--- src/rtl/aes_round_ctrl.sv ---
// Iterative AES encryption sequencer: initial AddRoundKey in-house, then NR passes through an
// external round datapath with round keys fetched by index from the key-schedule store.
module aes_round_ctrl #(
  parameter int unsigned NR            = 10,
  parameter int unsigned ROUND_LATENCY = 1
) (
  input  logic         i_aes_ctrl_clk,
  input  logic         i_aes_ctrl_rst_n,
  input  logic         i_aes_ctrl_in_valid,
  output logic         o_aes_ctrl_in_ready,
  input  logic [127:0] i_aes_ctrl_data_in,
  output logic [3:0]   o_aes_ctrl_key_idx,
  input  logic [127:0] i_aes_ctrl_key_data,
  output logic [127:0] o_aes_ctrl_round_data,
  output logic [127:0] o_aes_ctrl_round_key,
  output logic         o_aes_ctrl_round_last,
  input  logic [127:0] i_aes_ctrl_round_result,
  output logic         o_aes_ctrl_out_valid,
  input  logic         i_aes_ctrl_out_ready,
  output logic [127:0] o_aes_ctrl_data_out,
  output logic         o_aes_ctrl_busy
);

  localparam logic [3:0] NrL  = 4'(NR);
  localparam logic [1:0] LatL = 2'(ROUND_LATENCY);

  typedef enum logic [1:0] {StIdle, StIssue, StWait, StDone} st_e;

  st_e          st_q, st_d;
  logic [3:0]   round_q, round_d;
  logic [1:0]   lat_q, lat_d;
  logic [127:0] state_q, state_d;
  logic [127:0] dout_q, dout_d;

  always_ff @(posedge i_aes_ctrl_clk or negedge i_aes_ctrl_rst_n) begin
    if (!i_aes_ctrl_rst_n) begin
      st_q    <= StIdle;
      round_q <= 4'd0;
      lat_q   <= 2'd0;
      state_q <= '0;
      dout_q  <= '0;
    end else begin
      st_q    <= st_d;
      round_q <= round_d;
      lat_q   <= lat_d;
      state_q <= state_d;
      dout_q  <= dout_d;
    end
  end

  always_comb begin
    st_d                  = st_q;
    round_d               = round_q;
    lat_d                 = lat_q;
    state_d               = state_q;
    dout_d                = dout_q;
    o_aes_ctrl_in_ready   = 1'b0;
    o_aes_ctrl_out_valid  = 1'b0;
    o_aes_ctrl_key_idx    = 4'd0;
    o_aes_ctrl_round_last = 1'b0;

    case (st_q)
      StIdle: begin
        o_aes_ctrl_in_ready = 1'b1;
        // Key index 0 is presented here, so key_data is round key 0.
        if (i_aes_ctrl_in_valid) begin
          state_d = i_aes_ctrl_data_in ^ i_aes_ctrl_key_data;
          round_d = 4'd1;
          st_d    = StIssue;
        end
      end
      StIssue: begin
        o_aes_ctrl_key_idx    = round_q;
        o_aes_ctrl_round_last = (round_q == NrL);
        lat_d                 = LatL;
        st_d                  = StWait;
      end
      StWait: begin
        // Key and last flag stay put: the datapath applies the key after its internal register.
        o_aes_ctrl_key_idx    = round_q;
        o_aes_ctrl_round_last = (round_q == NrL);
        lat_d                 = lat_q - 2'd1;
        if (lat_q == 2'd1) begin
          state_d = i_aes_ctrl_round_result;
          if (round_q < NrL) begin
            round_d = round_q + 4'd1;
            st_d    = StIssue;
          end else begin
            dout_d = i_aes_ctrl_round_result;
            st_d   = StDone;
          end
        end
      end
      StDone: begin
        o_aes_ctrl_out_valid = 1'b1;
        if (i_aes_ctrl_out_ready) st_d = StIdle;
      end
      default: st_d = StIdle;
    endcase
  end

  assign o_aes_ctrl_round_data = state_q;
  assign o_aes_ctrl_round_key  = i_aes_ctrl_key_data;
  assign o_aes_ctrl_data_out   = dout_q;
  assign o_aes_ctrl_busy       = (st_q != StIdle);

endmodule

--- config.mk ---
export PLATFORM = sky130hd
export DESIGN_NAME = aes_round_ctrl
export DESIGN_NICKNAME = d
export VERILOG_FILES = /design/src/rtl/aes_round_ctrl.sv
export SDC_FILE = /design/constraint.sdc
export NUM_CORES = 1
export LEC_CHECK = 0
export ABC_CLOCK_PERIOD_IN_PS = 2150
export BUFFER_PORTS_ARGS = -buffer_cell sky130_fd_sc_hd__buf_4
export CORE_AREA = 2 2 305 307
export DETAILED_ROUTE_END_ITERATION = 16
export DIE_AREA = 0 0 307 309
export GPL_TIMING_DRIVEN = 0
export HOLD_SLACK_MARGIN = 0.1
export PLACE_DENSITY = 0.39
export SYNTH_ARGS = -nofsm -noshare
export SYNTH_HDL_FRONTEND = slang
export SYNTH_SLANG_ARGS = --single-unit
--- constraint.sdc ---
create_clock -name i_aes_ctrl_clk -period 2.15 [get_ports i_aes_ctrl_clk]
set_input_delay 0 -clock i_aes_ctrl_clk [delete_from_list [all_inputs] [get_ports i_aes_ctrl_clk]]
set_output_delay 0 -clock i_aes_ctrl_clk [all_outputs]
set_load 0.005 [all_outputs]
### Yosys cells after proc, flatten, opt, wreduce, memory -nomap -nowiden

Index checks and enable logic that the tools add are counted.
Widths: inputs -> output; s select.

* output and inout port bits: 392
* logic and storage cells: 45
* bits in registers: 264
* input bits: 388

* reductions and logical operators: 9
* $add $sub $neg: 2
* equality and inequality tests: 9
* order comparisons: 1
* bitwise operators: 2
* multiplexer cells: 17

Operators with widths (number)
* $mux 128: 2
* $pmux 128 s2: 1
* $xor 128x128->128: 1
* $mux 4: 4
* $reduce_and 3->1: 3
* $mux 2: 4
* $ne 2x2->1 const B: 4
* $pmux 2 s4: 1
* $pmux 4 s2: 1
* $reduce_bool 2->1: 3
* $add 4x1->4 const B: 1
* $eq 2x1->1 const B: 2
* $eq 2x2->1 const B: 2
* $eq 4x4->1 const B: 1
* $lt 4x4->1 const B: 1
* $pmux 2 s2: 1
* $reduce_and 4->1: 1
* $mux 1: 3
* $logic_not 2->1: 1
* $reduce_or 2->1: 1
* $sub 2x1->2 const B: 1
* $not 1->1: 1

### Logic depth before layout (Yosys ltp)

* depth after elaboration: 4
* depth in mapped cells: 8

### Worst setup path before layout

No wires, ideal clock.

* path kind: reg2reg
* from: register st_q[0]
* to: register state_q[66], in the netlist o_aes_ctrl_round_data[66]
* data required time: 2025 ps
* cell stages (with the launch flop): 8
* slack: 239 ps
* library setup time: 125 ps
* path buffers: 2
* period minus slack after synthesis: 1911 ps
* arrival: 1786 ps
* path through: dfrtp_1 -> inv_1 -> ha_1 -> and2b_1 -> nor3_2 -> buf_2 -> buf_6 -> mux2_2

* word-level cells in the longest chain between the ends: 3

Ends and longest elaborated chain
* start, declared: RTL line 29 `st_e st_q, st_d;`
* start signal, assigned: RTL line 37 `st_q <= StIdle;`
* start signal, assigned: RTL line 43 `st_q <= st_d;`
* $eq 2x2->1 or $logic_not 2->1 (tied branches): RTL line 62 `case (st_q)`
* $ne 2x2->1 (no line) or $reduce_bool 2->1 (tied branches)
* $reduce_and 3->1 (no line)
* end signal, assigned: RTL line 46 `state_q <= state_d;`
* end, declared: RTL line 32 `logic [127:0] state_q, state_d;`

Parallel ways exist; a longest one is shown, timed or not.
A chain may end at the register's enable or synchronous reset.

### Worst setup path in the final report

* from: register st_q[1]
* to: register state_q[125], in the netlist o_aes_ctrl_round_data[125]

Same word-level chain as after synthesis.

==> summary.md <==
| Metric | Value |
|---|---|
| Synthesized instance count | `between 1000 and 1500` |
| Cell taking the most area after synthesis | `dfrtp_1` |
| Fillers | `just under 10000` |
| Nets@finish | `2737` |
| Clock Tree Root | `clkbuf_16` |
| DP Worst Slack | `-0.7206 ns` |
| Area Overhead vs Synth | `96.80%` |
| Deepest clock path buffer count | `3` |
| Mux contribution to synthesized area | `between 20 and 25%` |
| Most common cell after layout, fill and taps aside | `buf_4` |
| # setup viols final | `0` |
| Fin crit share | `97.55%` |
| Commonest cells after routing, fill and taps aside | `917 x buf_4, 380 x dlygate4sd3_1, 264 x dfrtp_1` |
| Grt total ovfl | `0` |
| Maximum VDD drop | `approximately 0.49 mV` |
| Avg Synthesized Cell Area | `~12 sq um` |
| Initial drt markers | `slightly below 300` |
| Clk slew on worst S/H paths | `approximately 0.060 ns` |
| Largest net degree at the start of global routing | `between 100 and 150` |
| Critical Path AT | `2.52 ns` |
| Vias post-DR | `around 13000` |
| Synth unique cells | `32` |
| Max-Cap Viols | `0` |
| Total Routed Length | `63.65 mm` |
| Final min period | `2.097 ns` |
| Layout cell share with drive strength beyond 1 | `between 50 and 60%` |
| Height of the die | `roughly 300 microns` |
| Required @ worst endpoint | `around 2.6 ns` |
| DRC viols | `0` |
| Post-Synth Adder-Cell Area | `less than 1%` |
| Die area | `roughly 0.095 sq mm` |
| Clock Latency Late Sink | `approximately 0.54 ns` |
| GRT Util Overall | `between 10% and 20%` |
| Final hold vios | `0` |
| Synth Area in XOR/XNOR | `under 10%` |
| Register area | `0.006606 sq mm` |
| Starting Density | `14.59%` |
| Largest family of logic cells by synthesized area | `multiplexers` |
| # IOs | `between 700 and 800` |
| Synthesized area | `0.01333 sq mm` |
| Worst Hold Class | `in2reg` |
| Worst-Margin Slew | `roughly 1 ns` |
| Port bufs | `around 800` |
| Area of the multi-input gates | `0.005557 sq mm` |
| CTS tree | `built` |
| Antenna violations before repair | `1` |
| Vias in the first global route | `~14000` |
| Post-synthesis sequential area ratio | `approximately half` |
| Worst Path Max Fanout | `7` |
| Post-synthesis compound-gate area fraction | `about 5.4%` |
| Number of cell rows | `around 110` |
| First-pass GRT wire length | `90.34 mm` |
| Cell Pwr Density | `slightly above 1000 mW/mm^2` |
| Total clock sinks | `264` |
| Kind of critical path | `reg2reg` |
| Synthesized flop and latch total | `264` |
| Mapped Nets | `roughly 1500` |
| Synth warn | `0` |
| Max_slew headroom | `32.29%` |
| F_max | `roughly 0.48 GHz` |
| Simple-gate share of the synthesized area | `4.664%` |
| Post-synth top area share | `between 40% and 50%` |
| Largest cells by area after synthesis | `dfrtp_1 50%, mux2_2 18%, xnor2_1 8.4%` |
| Crit end category | `flop` |
| H-tree depth | `2` |
| Pre-Repair DR Iteration Count | `4` |
| Vias per cell | `3.659` |
| PnR Total Power | `approximately 27 mW` |
| GPL Wtd Cong | `around 0.87` |
| Core ar. | `0.09139 sq mm` |
| ANT nets after route | `0` |
| RSZ-0062 raised after global routing | `true` |
| Startpoint Class | `flop` |
| Pleak | `between 10 and 15 nW` |
| Total CTS buffers | `37` |
| Slew Viols, Final | `0` |
| Clk_skew | `between 0.008 and 0.009 ns` |
| Run status | `finished, final reports clean` |
| Final WS setup | `0.05266 ns` |
| Die Wd | `307 microns` |
| Wire per inst | `about 18 microns` |
| DP HPWL | `around 49 mm` |
==> final timing paths <==
check / from / endpoint / slack (ns) / cells after the start
max: st_q[1]$_DFFE_PN0P_ / o_aes_ctrl_round_data[125]$_DFFE_PN0P_ / 0.05 / 8
min reg2reg: o_aes_ctrl_data_out[87]$_DFFE_PN0P_ / o_aes_ctrl_data_out[87]$_DFFE_PN0P_ / 0.49 / 1
min: i_aes_ctrl_key_data[70] / o_aes_ctrl_round_data[70]$_DFFE_PN0P_ / 0.1 / 4
max in group asynchronous: i_aes_ctrl_rst_n / o_aes_ctrl_data_out[110]$_DFFE_PN0P_ / 0.52 / 4
max reg2reg: st_q[1]$_DFFE_PN0P_ / o_aes_ctrl_round_data[125]$_DFFE_PN0P_ / 0.05 / 8
min in group asynchronous: i_aes_ctrl_rst_n / o_aes_ctrl_data_out[46]$_DFFE_PN0P_ / 0.58 / 3
==> timing repair <==
| item | 4_1_cts | 5_1_grt |
|---|---|---|
| pin swaps | 1 | 2 |
| hold buffers | 380 | 0 |
| resized for setup | 72 | 42 |
| buffers inserted | 4 | 1 |
| endpoints found under the setup margin | 255 | 148 |
| cloned | 1 | 2 |
| endpoints found under the hold margin | 524 | 0 |
==> state kept, by name, summed over array words and instances, names as in the netlist <==
signal / count
lat_q: 2
o_aes_ctrl_data_out: 128
round_q: 4
st_q: 2
o_aes_ctrl_round_data: 128
==> stage by stage <==
stage                     hold slack, ns  util [%]  std cells  instance area, sq um  setup TNS (ns)
after CTS                         0.1030     28.48       3554                 26030               0
final                            0.09740     28.72       3558                 26240               0
after floorplan                  -0.2956         -       1134                 13330               0
after global placement            0.2257     22.61       3099                 20670         -535.35
after detailed placement         0.03084     22.70       3102                 20740          -88.26
after global routing              0.1190     28.71       3557                 26240          -1.110
==> logic make-up after synthesis <==
logic type	after synthesis
flip-flops	264
AO/OA/AOI/OAI	136
adder cells (fa/ha/maj)	6
AND/OR/NAND/NOR	151
multiplexers	258
buffers and inverters	191
XOR/XNOR	128
==> critical path: stages, from the launching register on <==
cell and delay (ns):
dfrtp_1 0.41, inv_1 0.10, ha_4 0.19, and2b_2 0.25
nor3_4 0.17, buf_6 0.15, buf_12 0.15, clkbuf_16 0.18
mux2_2 0.33
==> synth_stat cells <==
| cell type | n |
|---|---|
| o31ai_1 | 1 |
| nand2b_1 | 1 |
| o32a_1 | 1 |
| inv_1 | 6 |
| ha_1 | 6 |
| mux2_1 | 47 |
| nor2b_1 | 2 |
| nor3_2 | 1 |
| and3_1 | 1 |
| nor4_1 | 2 |
| or4_1 | 1 |
| nand3_1 | 3 |
| o221ai_1 | 1 |
| nand2_2 | 1 |
| o21ai_0 | 129 |
| o211a_4 | 1 |
| buf_2 | 23 |
| nor2_1 | 1 |
| clkbuf_1 | 20 |
| nand2_1 | 130 |
| and2b_1 | 2 |
| o41ai_1 | 1 |
| xnor2_1 | 128 |
| dfrtp_1 | 264 |
| and2_1 | 4 |
| a22o_1 | 1 |
| buf_4 | 139 |
| o21a_1 | 1 |
| or3_1 | 1 |
| buf_6 | 3 |
| nand3b_1 | 1 |
| mux2_2 | 211 |
==> final cells by class <==
class	count	area share (%)
repair buffers	1170	37.51
flip-flops and latches	264	25.18
multi-input cells	679	21.17
plain buffers	185	5.793
well taps	1186	5.655
clock buffers	57	4.282
clock inverters	10	0.3099
inverters	6	0.08582
diodes	1	0.009536
==> report_power, final <==
part           total [mW]  internal, mW  switching [mW]
registers            7.62          6.65           0.967
logic                12.7          7.37            5.34
clock network        6.18          3.71            2.47
total                26.5          17.7            8.78
==> routing by layer <==
metal  vias up  track usage (%)  wire (microns)
li1       6143                -               -
met1      6331            13.73           24000
met2       458            23.76           33540
met3        85            3.268            4142
met4         0            4.334            1962
met5         -                0               0
Power figures use the tool's default switching activity.
